<file path="src/rtl/calc_pkg.sv">
// calc_pkg: shared types and constants for the calc_ctrl dot-product engine.
//   state_t      : controller FSM states
//   ADDR_W_DEF   : default SRAM word-address width
//   DATA_W_DEF   : default SRAM word width
//   STAT_W       : width of the status word
//   *_BIT        : bit positions inside the status word
package calc_pkg;

  typedef enum logic [2:0] {
    IDLE  = 3'd0,
    RD_A  = 3'd1,
    RD_B  = 3'd2,
    MAC   = 3'd3,
    WRITE = 3'd4
  } state_t;

  localparam int ADDR_W_DEF = 13;
  localparam int DATA_W_DEF = 32;
  localparam int STAT_W     = 16;

  localparam int BUSY_BIT = 0;
  localparam int DONE_BIT = 1;
  localparam int ERR_BIT  = 2;

endpackage

</file>
<file path="src/rtl/calc_ctrl_if.sv">
// calc_ctrl_if: single-port-per-direction SRAM bus between calc_ctrl and the
// vector memory.
//   rd_en / rd_addr : read strobe and word address (data returns next cycle)
//   rd_data         : read data from memory
//   wr_en / wr_addr / wr_data : write strobe, word address and data
// Modports: master = controller side, slave = memory side.
interface calc_ctrl_if
  import calc_pkg::*;
#(
  parameter int ADDR_W = ADDR_W_DEF,
  parameter int DATA_W = DATA_W_DEF
) ();

  logic              rd_en;
  logic [ADDR_W-1:0] rd_addr;
  logic [DATA_W-1:0] rd_data;
  logic              wr_en;
  logic [ADDR_W-1:0] wr_addr;
  logic [DATA_W-1:0] wr_data;

  modport master (
    output rd_en, rd_addr, wr_en, wr_addr, wr_data,
    input  rd_data
  );

  modport slave (
    input  rd_en, rd_addr, wr_en, wr_addr, wr_data,
    output rd_data
  );

endinterface

</file>
<file path="src/rtl/calc_mac.sv">
// calc_mac: registered multiply-accumulate.
//   clk, rst : clock and asynchronous active-high reset
//   clr      : synchronous clear of the accumulator (has priority over en)
//   en       : add a*b into the accumulator this cycle
//   a, b     : operands
//   acc      : accumulator; product and sum keep only the low W bits
module calc_mac #(
  parameter int W = 32
) (
  input  logic         clk,
  input  logic         rst,
  input  logic         clr,
  input  logic         en,
  input  logic [W-1:0] a,
  input  logic [W-1:0] b,
  output logic [W-1:0] acc
);

  logic [W-1:0] acc_reg;

  always_ff @(posedge clk or posedge rst) begin
    if (rst) begin
      acc_reg <= '0;
    end else if (clr) begin
      acc_reg <= '0;
    end else if (en) begin
      // Evaluated in a W-bit context, so both the product and the sum wrap.
      acc_reg <= acc_reg + a * b;
    end
  end

  assign acc = acc_reg;

endmodule

</file>
<file path="src/rtl/calc_ctrl.sv">
// calc_ctrl: dot-product engine over SRAM-resident vectors.
//   clk, rst  : clock, asynchronous active-high reset
//   start     : one-cycle start pulse (ignored while busy)
//   cfg_len   : element count N
//   calc_base : word address of A[0]; B[0] follows at calc_base+N
//   rw_base   : word address that receives the result
//   stat      : [0] busy, [1] done, [2] err, upper bits zero
//   sram      : SRAM bus (master side)
// Each element costs three cycles (RD_A, RD_B, MAC) and the final WRITE adds
// one, so done rises 3N+1 edges after the start edge.
module calc_ctrl
  import calc_pkg::*;
#(
  parameter int ADDR_W = ADDR_W_DEF,
  parameter int DATA_W = DATA_W_DEF
) (
  input  logic              clk,
  input  logic              rst,
  input  logic              start,
  input  logic [ADDR_W-1:0] cfg_len,
  input  logic [ADDR_W-1:0] calc_base,
  input  logic [ADDR_W-1:0] rw_base,
  output logic [STAT_W-1:0] stat,
  calc_ctrl_if.master       sram
);

  state_t            state_reg, state_next;
  logic [ADDR_W-1:0] n_reg, base_reg, rw_reg, idx_reg;
  logic [DATA_W-1:0] a_reg;
  logic              done_reg, err_reg;
  logic [DATA_W-1:0] acc;

  logic accept_start, zero_start, last_elem;

  // A start is only looked at in IDLE; that alone makes it ignored while busy.
  assign accept_start = (state_reg == IDLE) && start && (cfg_len != '0);
  assign zero_start   = (state_reg == IDLE) && start && (cfg_len == '0);
  assign last_elem    = (idx_reg + ADDR_W'(1)) == n_reg;

  // ---------------------------------------------------------------- state reg
  always_ff @(posedge clk or posedge rst) begin
    if (rst) begin
      state_reg <= IDLE;
    end else begin
      state_reg <= state_next;
    end
  end

  // --------------------------------------------------------------- next state
  always_comb begin
    state_next = state_reg;
    case (state_reg)
      IDLE:    if (accept_start) state_next = RD_A;
      RD_A:    state_next = RD_B;
      RD_B:    state_next = MAC;
      MAC:     state_next = last_elem ? WRITE : RD_A;
      WRITE:   state_next = IDLE;
      default: state_next = IDLE;
    endcase
  end

  // ------------------------------------------------------------------ outputs
  // Strobes, addresses and write data are decoded from the state register so
  // that an asynchronous reset forces them to zero in the same instant.
  logic              rd_en_c, wr_en_c;
  logic [ADDR_W-1:0] rd_addr_c, wr_addr_c;
  logic [DATA_W-1:0] wr_data_c;

  always_comb begin
    rd_en_c   = 1'b0;
    rd_addr_c = '0;
    wr_en_c   = 1'b0;
    wr_addr_c = '0;
    wr_data_c = '0;
    case (state_reg)
      RD_A: begin
        rd_en_c   = 1'b1;
        rd_addr_c = base_reg + idx_reg;
      end
      RD_B: begin
        rd_en_c   = 1'b1;
        rd_addr_c = base_reg + n_reg + idx_reg;
      end
      WRITE: begin
        wr_en_c   = 1'b1;
        wr_addr_c = rw_reg;
        wr_data_c = acc;
      end
      default: ;
    endcase
  end

  assign sram.rd_en   = rd_en_c;
  assign sram.rd_addr = rd_addr_c;
  assign sram.wr_en   = wr_en_c;
  assign sram.wr_addr = wr_addr_c;
  assign sram.wr_data = wr_data_c;

  // busy is exactly "not in IDLE": it rises on the start edge and falls on
  // the WRITE edge, the same edges that move the FSM in and out of IDLE.
  always_comb begin
    stat           = '0;
    stat[BUSY_BIT] = (state_reg != IDLE);
    stat[DONE_BIT] = done_reg;
    stat[ERR_BIT]  = err_reg;
  end

  // ----------------------------------------------------------------- datapath
  always_ff @(posedge clk or posedge rst) begin
    if (rst) begin
      n_reg    <= '0;
      base_reg <= '0;
      rw_reg   <= '0;
      idx_reg  <= '0;
      a_reg    <= '0;
      done_reg <= 1'b0;
      err_reg  <= 1'b0;
    end else begin
      case (state_reg)
        IDLE: begin
          if (accept_start) begin
            n_reg    <= cfg_len;
            base_reg <= calc_base;
            rw_reg   <= rw_base;
            idx_reg  <= '0;
            done_reg <= 1'b0;
            err_reg  <= 1'b0;
          end else if (zero_start) begin
            // Empty job: report completion with error, touch no memory.
            done_reg <= 1'b1;
            err_reg  <= 1'b1;
          end
        end
        RD_B:    a_reg    <= sram.rd_data;  // data for the RD_A read
        MAC:     idx_reg  <= idx_reg + ADDR_W'(1);
        WRITE:   done_reg <= 1'b1;
        default: ;
      endcase
    end
  end

  // B arrives on rd_data during MAC and goes straight into the multiplier.
  calc_mac #(
    .W (DATA_W)
  ) u_mac (
    .clk (clk),
    .rst (rst),
    .clr (accept_start),
    .en  (state_reg == MAC),
    .a   (a_reg),
    .b   (sram.rd_data),
    .acc (acc)
  );

endmodule

</file>
<file path="src/flat_wrapper.sv">
// flat-port wrapper written by rule: the top's interface ports become plain ports
module calc_ctrl_flat import calc_pkg::*;
#(
  parameter int ADDR_W = ADDR_W_DEF,
  parameter int DATA_W = DATA_W_DEF
)
  (clk, rst, start, cfg_len, calc_base, rw_base, stat, sram_rd_en, sram_rd_addr, sram_wr_en, sram_wr_addr, sram_wr_data, sram_rd_data);
  calc_ctrl_if #(.ADDR_W(ADDR_W), .DATA_W(DATA_W)) sram_i ();
  input  logic clk;
  input  logic rst;
  input  logic start;
  input  logic [ADDR_W-1:0] cfg_len;
  input  logic [ADDR_W-1:0] calc_base;
  input  logic [ADDR_W-1:0] rw_base;
  output logic [STAT_W-1:0] stat;
  output wire logic [$bits(sram_i.rd_en)-1:0] sram_rd_en;
  output wire logic [$bits(sram_i.rd_addr)-1:0] sram_rd_addr;
  output wire logic [$bits(sram_i.wr_en)-1:0] sram_wr_en;
  output wire logic [$bits(sram_i.wr_addr)-1:0] sram_wr_addr;
  output wire logic [$bits(sram_i.wr_data)-1:0] sram_wr_data;
  input wire logic [$bits(sram_i.rd_data)-1:0] sram_rd_data;
  assign sram_rd_en = sram_i.rd_en;
  assign sram_rd_addr = sram_i.rd_addr;
  assign sram_wr_en = sram_i.wr_en;
  assign sram_wr_addr = sram_i.wr_addr;
  assign sram_wr_data = sram_i.wr_data;
  assign sram_i.rd_data = sram_rd_data;
  calc_ctrl #(.ADDR_W(ADDR_W), .DATA_W(DATA_W)) u_core (.clk(clk), .rst(rst), .start(start), .cfg_len(cfg_len), .calc_base(calc_base), .rw_base(rw_base), .stat(stat), .sram(sram_i));
endmodule
</file>
<file path="config.mk">
export PLATFORM = sky130hd
export DESIGN_NAME = calc_ctrl_flat
export DESIGN_NICKNAME = d
export VERILOG_FILES = /design/src/rtl/calc_pkg.sv /design/src/rtl/calc_ctrl_if.sv /design/src/rtl/calc_mac.sv /design/src/rtl/calc_ctrl.sv /design/src/flat_wrapper.sv
export SDC_FILE = /design/constraint.sdc
export NUM_CORES = 2
export LEC_CHECK = 0
export ABC_AREA = 1
export CORE_MARGIN = 3
export CORE_UTILIZATION = 60
export DETAILED_ROUTE_END_ITERATION = 10
export GPL_TIMING_DRIVEN = 0
export PLACE_DENSITY_LB_ADDON = 0.25
export SYNTH_ARGS = -nofsm -noshare
export SYNTH_HDL_FRONTEND = slang
export SYNTH_SLANG_ARGS = --single-unit
</file>
<file path="constraint.sdc">
create_clock -name clk -period 8.65 [get_ports clk]
set_input_delay 1.73 -clock clk [delete_from_list [all_inputs] [get_ports clk]]
set_output_delay 1.73 -clock clk [all_outputs]
set_load 0.02 [all_outputs]
</file>
### Word-level counts from Yosys, hierarchy flattened

Index checks and enable logic that the tools add are counted.
Widths: inputs -> output; s select.

| storage, ports and cells | value |
|---|---|
| flip-flop bits (word level) | 121 |
| bits of input ports | 74 |
| output and inout port bits | 76 |
| word-level logic and storage cells | 53 |

| operators by class | value |
|---|---|
| $add $sub $neg | 5 |
| multipliers | 1 |
| equality and inequality tests | 7 |
| mux-type cells | 15 |
| reduce and logical (&&, ||, !) cells | 16 |

Operator list:

| operator | count |
|---|---|
| $mux 32 | 3 |
| $pmux 13 s2 | 2 |
| $add 13x13->13 | 3 |
| $add 32x32->32 | 1 |
| $mul 32x32->32 | 1 |
| $mux 13 | 2 |
| $add 13x1->13 const B | 1 |
| $eq 13x13->1 | 1 |
| $logic_not 13->1 | 1 |
| $reduce_bool 13->1 | 1 |
| $pmux 3 s4 | 1 |
| $reduce_and 2->1 | 4 |
| $reduce_bool 2->1 | 4 |
| $eq 3x2->1 const B | 2 |
| $mux 3 | 2 |
| $mux 1 | 4 |
| $eq 3x1->1 const B | 1 |
| $eq 3x3->1 const B | 1 |
| $logic_and 1x1->1 | 3 |
| $logic_not 3->1 | 1 |
| $ne 3x1->1 const B | 1 |
| $reduce_bool 3->1 | 1 |
| $ne 2x1->1 const B | 1 |
| $pmux 1 s2 | 1 |
| $reduce_or 2->1 | 1 |

### Depth between registers and ports, before layout

| depth | value |
|---|---|
| depth after elaboration | 6 |
| mapped depth | 39 |
| depth with buffers taken out | 37 |

### Hierarchy

A second synthesis with hierarchy kept.

| unflattened totals | value |
|---|---|
| cells, all modules | 3388 |
| area total of the unflattened synthesis | 25080.3 sq um |

By module, submodules not included:

| module | times used | cells an instance | area each (sq um) | seq. area each (sq um) |
|---|---|---|---|---|
| calc_mac | 1 | 2569 | 19214.7 | 800.8 |
| calc_ctrl | 1 | 819 | 5865.6 | 2227.1 |

### Least setup slack after synthesis

Ideal clock, no wire load.

| timing | value |
|---|---|
| kind | input-to-reg |
| from | in sram_rd_data[3] |
| to | reg u_core.u_mac.acc_reg[26] (netlist: u_core.u_mac.acc[26]) |
| library setup time | 126 ps |
| arrival time | 7790 ps |
| required time | 8524 ps |
| setup slack | 735 ps |
| stages | 27 |
| path buffers | 3 |
| path through | clkbuf_1 > buf_1 > nand2_1 > inv_1 > fa_1 > fa_1 > fa_1 > inv_1 > fa_1 > inv_1 > fa_1 > fa_1 > fa_1 > inv_1 > fa_1 > inv_1 > ha_1 > clkbuf_1 > a21oi_1 > o21ai_0 > nor2_1 > nand3_1 > nand3_1 > nand2_1 > a21o_1 > nor2_1 > o22ai_1 |

| between the ends | value |
|---|---|
| cells in the longest elaborated chain, start to end | 4 |

RTL lines:

| item | RTL line | RTL |
|---|---|---|
| start, declared | flat_wrapper.sv:21 | `input wire logic [$bits(sram_i.rd_data)-1:0] sram_rd_data;` |
| $mul 32x32->32 | calc_mac.sv:28 | `acc_reg <= acc_reg + a * b;` |
| $add 32x32->32 | calc_mac.sv:28 |  |
| $mux 32 | calc_mac.sv:26 | `end else if (en) begin` |
| $mux 32 | calc_mac.sv:24 | `end else if (clr) begin` |
| end signal, assigned | calc_mac.sv:28 |  |
| end, declared | calc_mac.sv:19 | `logic [W-1:0] acc_reg;` |

Every way passes these cells. The select of a mux whose other input is x is not followed.
A chain may end at the register's enable or synchronous reset.

### Worst setup path in the final report

| timing | value |
|---|---|
| from | in sram_rd_data[2] |
| to | reg u_core.u_mac.acc_reg[30] (netlist: u_core.u_mac.acc[30]) |

The elaborated chain is that of the path after synthesis.

==> results.py <==
metrics = {
    "outcome": {
        "status": "finished clean",
    },
    "worst_setup_path": {
        "cp-startpoint": "sram_rd_data[2]",
        "startpoint_type": "input port",
        "r2r_setup_slack_ns": 0.39,
        "crit_cells": 24,
        "cpLargestDelayFamily": "adder cells",
        "arrival_ns": 8.80,
        "path_cells": "clkdlybuf4s50_1 -> clkbuf_4 -> nand2_1 -> fa_1 -> fa_1 -> inv_1 -> fa_1 -> fa_1 -> fa_1 -> inv_1 -> fa_1 -> inv_1 -> fa_1 -> inv_1 -> fa_1 -> inv_1 -> ha_1 -> inv_1 -> nor3_2 -> nand2_1 -> o2111ai_2 -> xor2_2 -> nand2_1 -> o21ai_0",
        "worstReg2RegStart": "u_core.a_reg[4]",
        "crit_buf_inv": 8,
        "critical-path-max-stage-delay_ns": 0.58,
        "criticalPathCategory": "in2reg",
        "cp_max_fo": 10,
        "worst_r2r_path_depth": 26,
        "worstPathRequired_ns": 9.02,
        "setup.worst_path.end_class": "flop",
        "cp_common_cell": "fa_1",
        "slowest_stage": "clkdlybuf4s50_1",
    },
    "routing": {
        "ant_nets": 0,
        "via_per_inst": 5.34,
        "drc": 0,
        "firstDrtPassIters": 6,
        "num_vias": 21100,
        "drt-initial-drc-count": 2004,
        "drt_wl_total_um": 78000,
        "wire_per_inst_um": 19.8,
    },
    "logic_synthesis": {
        "synth_warnings": 0,
        "seq_area_frac_synth": 0.124,
        "synthTopCellsByCount": "953 x inv_1, 928 x nand2_1, 452 x fa_1, 148 x ha_1, 121 x dfrtp_1",
        "synth.most_common_cell": "inv_1",
        "synthCells": 3255,
        "ys_ff_latch": 121,
        "yosys.cell_types.count": 51,
        "syn_area_um2": 24400,
        "synth_area_leader_cell": "fa_1",
        "netlist.area_leader.share": 0.370,
        "async_flop_share": 1.00,
        "synth_edf_count": 0,
        "ys.flop_type": "dfrtp_1",
        "synth_area_leaders": "fa_1 37%, inv_1 15%, nand2_1 14%",
        "syn_avg_cell_area_um2": 7.50,
    },
    "die": {
        "die_height_um": 208,
        "rows": 73,
        "core_area_um2": 40000,
        "dieArea_um2": 43200,
        "chipWidth_um": 208,
        "io_pins": 150,
        "start_util": 0.611,
    },
    "placement": {
        "dp_hpwl_um": 64100,
        "port_buffers": 121,
        "dpl_cell_area_um2": 26400,
        "place_ws_ns": -1.16,
        "gp_congestion": 0.960,
    },
    "finish": {
        "area_growth_pct": 10.8,
        "fill_cells": 3484,
        "seqCellArea_um2": 3030,
        "drive_gt1_frac": 0.0398,
        "diodes": 0,
        "multi_input_area_um2": 17200,
        "design_area_um2": 27100,
        "final_nets": 4075,
    },
    "timing": {
        "rsz0062_at_grt": "true",
        "min_period_ns": 8.43,
        "timing.final.ws_setup_ns": 0.221,
        "fin_crit_sh": 0.974,
        "max_clock_freq_mhz": 119,
        "fin_skew_ns": 0.00890,
        "tightest_slew_ns": 1.26,
        "hold_violations": 0,
        "relSlewSlack": 0.158,
        "setup-violations-final": 0,
        "finalMaxSlewViolations": 0,
    },
    "min_path": {
        "hp-class": "reg2reg",
        "worstHoldStart": "u_core.err_reg",
        "hold_path_depth": 1,
    },
    "job": {
        "cap_violations": 0,
    },
    "global_route": {
        "grt_max_degree": 86,
        "gr-total-overflow": 0,
        "grt_pass1_wl_um": 122000,
        "track_usage": 0.371,
        "grt_antenna_before_repair": 2,
        "grt_pass1_vias": 22000,
    },
    "clock_tree": {
        "insertion_delay_ns": 0.46,
        "htreeDepth": 4,
        "cts_tree": "yes",
        "clock_path_buffers": 2,
        "hold_buffers": 0,
        "cts_inserted_buffers": 17,
        "cts.sinks": 121,
        "path_clk_slew_ns": 0.06,
        "clk_root_buffer_cell": "clkbuf_16",
    },
}
-- metrics by stage --
step,TNS (ns),hold WS [ns],utilization,instances
6_report,0,0.508,0.676,3939
5_1_grt,-0.103,0.535,0.676,3939
4_1_cts,0,0.503,0.674,3941
3_5_place_dp,-13.19,0.488,0.659,3914
3_3_place_gp,-11.12,0.478,0.658,3913
2_1_floorplan,0,0.464,-,3267
-- layout by cell type (no fill, tap or decap), types with 13 or more instances in the layout --
| cell type | instances |
|---|---|
| nand2_1 | 927 |
| inv_1 | 952 |
| o22ai_1 | 21 |
| clkbuf_2 | 13 |
| dfrtp_1 | 121 |
| fa_1 | 452 |
| nor2_1 | 101 |
| clkbuf_16 | 17 |
| ha_1 | 145 |
| a21oi_1 | 63 |
| xor2_1 | 29 |
| nand3_1 | 66 |
| buf_2 | 27 |
| conb_1 | 13 |
| clkbuf_1 | 69 |
| o21ai_0 | 94 |
| clkdlybuf4s50_1 | 115 |
| xnor2_1 | 17 |
| buf_4 | 22 |
-- worst register-to-register path: stages, from the launching register on --
cell and delay (ns):
dfrtp_1 0.37, clkbuf_1 0.82, buf_1 0.94, nand2_1 0.18
fa_1 0.56, inv_1 0.06, fa_1 0.39, inv_1 0.08
fa_1 0.40, inv_1 0.10, fa_1 0.40, inv_1 0.08
fa_1 0.43, fa_1 0.50, inv_1 0.05, fa_1 0.54
inv_1 0.08, fa_1 0.53, inv_1 0.07, ha_1 0.40
inv_1 0.11, nor3_2 0.28, nand2_1 0.11, o2111ai_2 0.28
xor2_2 0.24, nand2_1 0.07, o21ai_0 0.10
-- what timing repair did --
item / in CTS / in global routing
setup buffers: 0 / 1
resized for setup: 22 / 57
endpoints found under the setup margin: 13 / 12
pin swaps: 0 / 1
-- metal layers --
metal / share of wire / GRT usage / vias to the layer above
li1: - / - / 9546
met1: 0.38 / 0.471 / 10200
met2: 0.45 / 0.584 / 1049
met3: 0.11 / 0.106 / 225
met4: 0.059 / 0.187 / 2
met5: 0.000090 / 0 / -
-- cell type report --
cell class / count / share of cell area
flip-flops and latches: 121 / 0.112
multi-input cells: 2035 / 0.637
well taps: 525 / 0.0243
inverters: 956 / 0.133
clock inverters: 14 / 0.00601
plain buffers: 147 / 0.0265
clock buffers: 18 / 0.0159
repair buffers: 123 / 0.0459
-- cell families after synthesis --
family / synth area share
other: 0.000154
DFF: 0.124
xor gates and xnor gates: 0.0169
and+or+nand+nor: 0.186
AOI/OAI and AO/OA: 0.0525
buffers and inverters: 0.175
adders and majority gates: 0.446
-- path summary, 6_finish.rpt --
check                                       endpoint
worst min-delay path                  u_core.err_reg
worst max-delay path            u_core.u_mac.acc[30]
min in group asynchronous            u_core.a_reg[2]
max in group asynchronous       u_core.u_mac.acc[24]
worst min register to register        u_core.err_reg
worst max register to register  u_core.u_mac.acc[30]
Power is not shown: default switching activity piles up to over one toggle a cycle in this logic, so the estimate is an artifact.
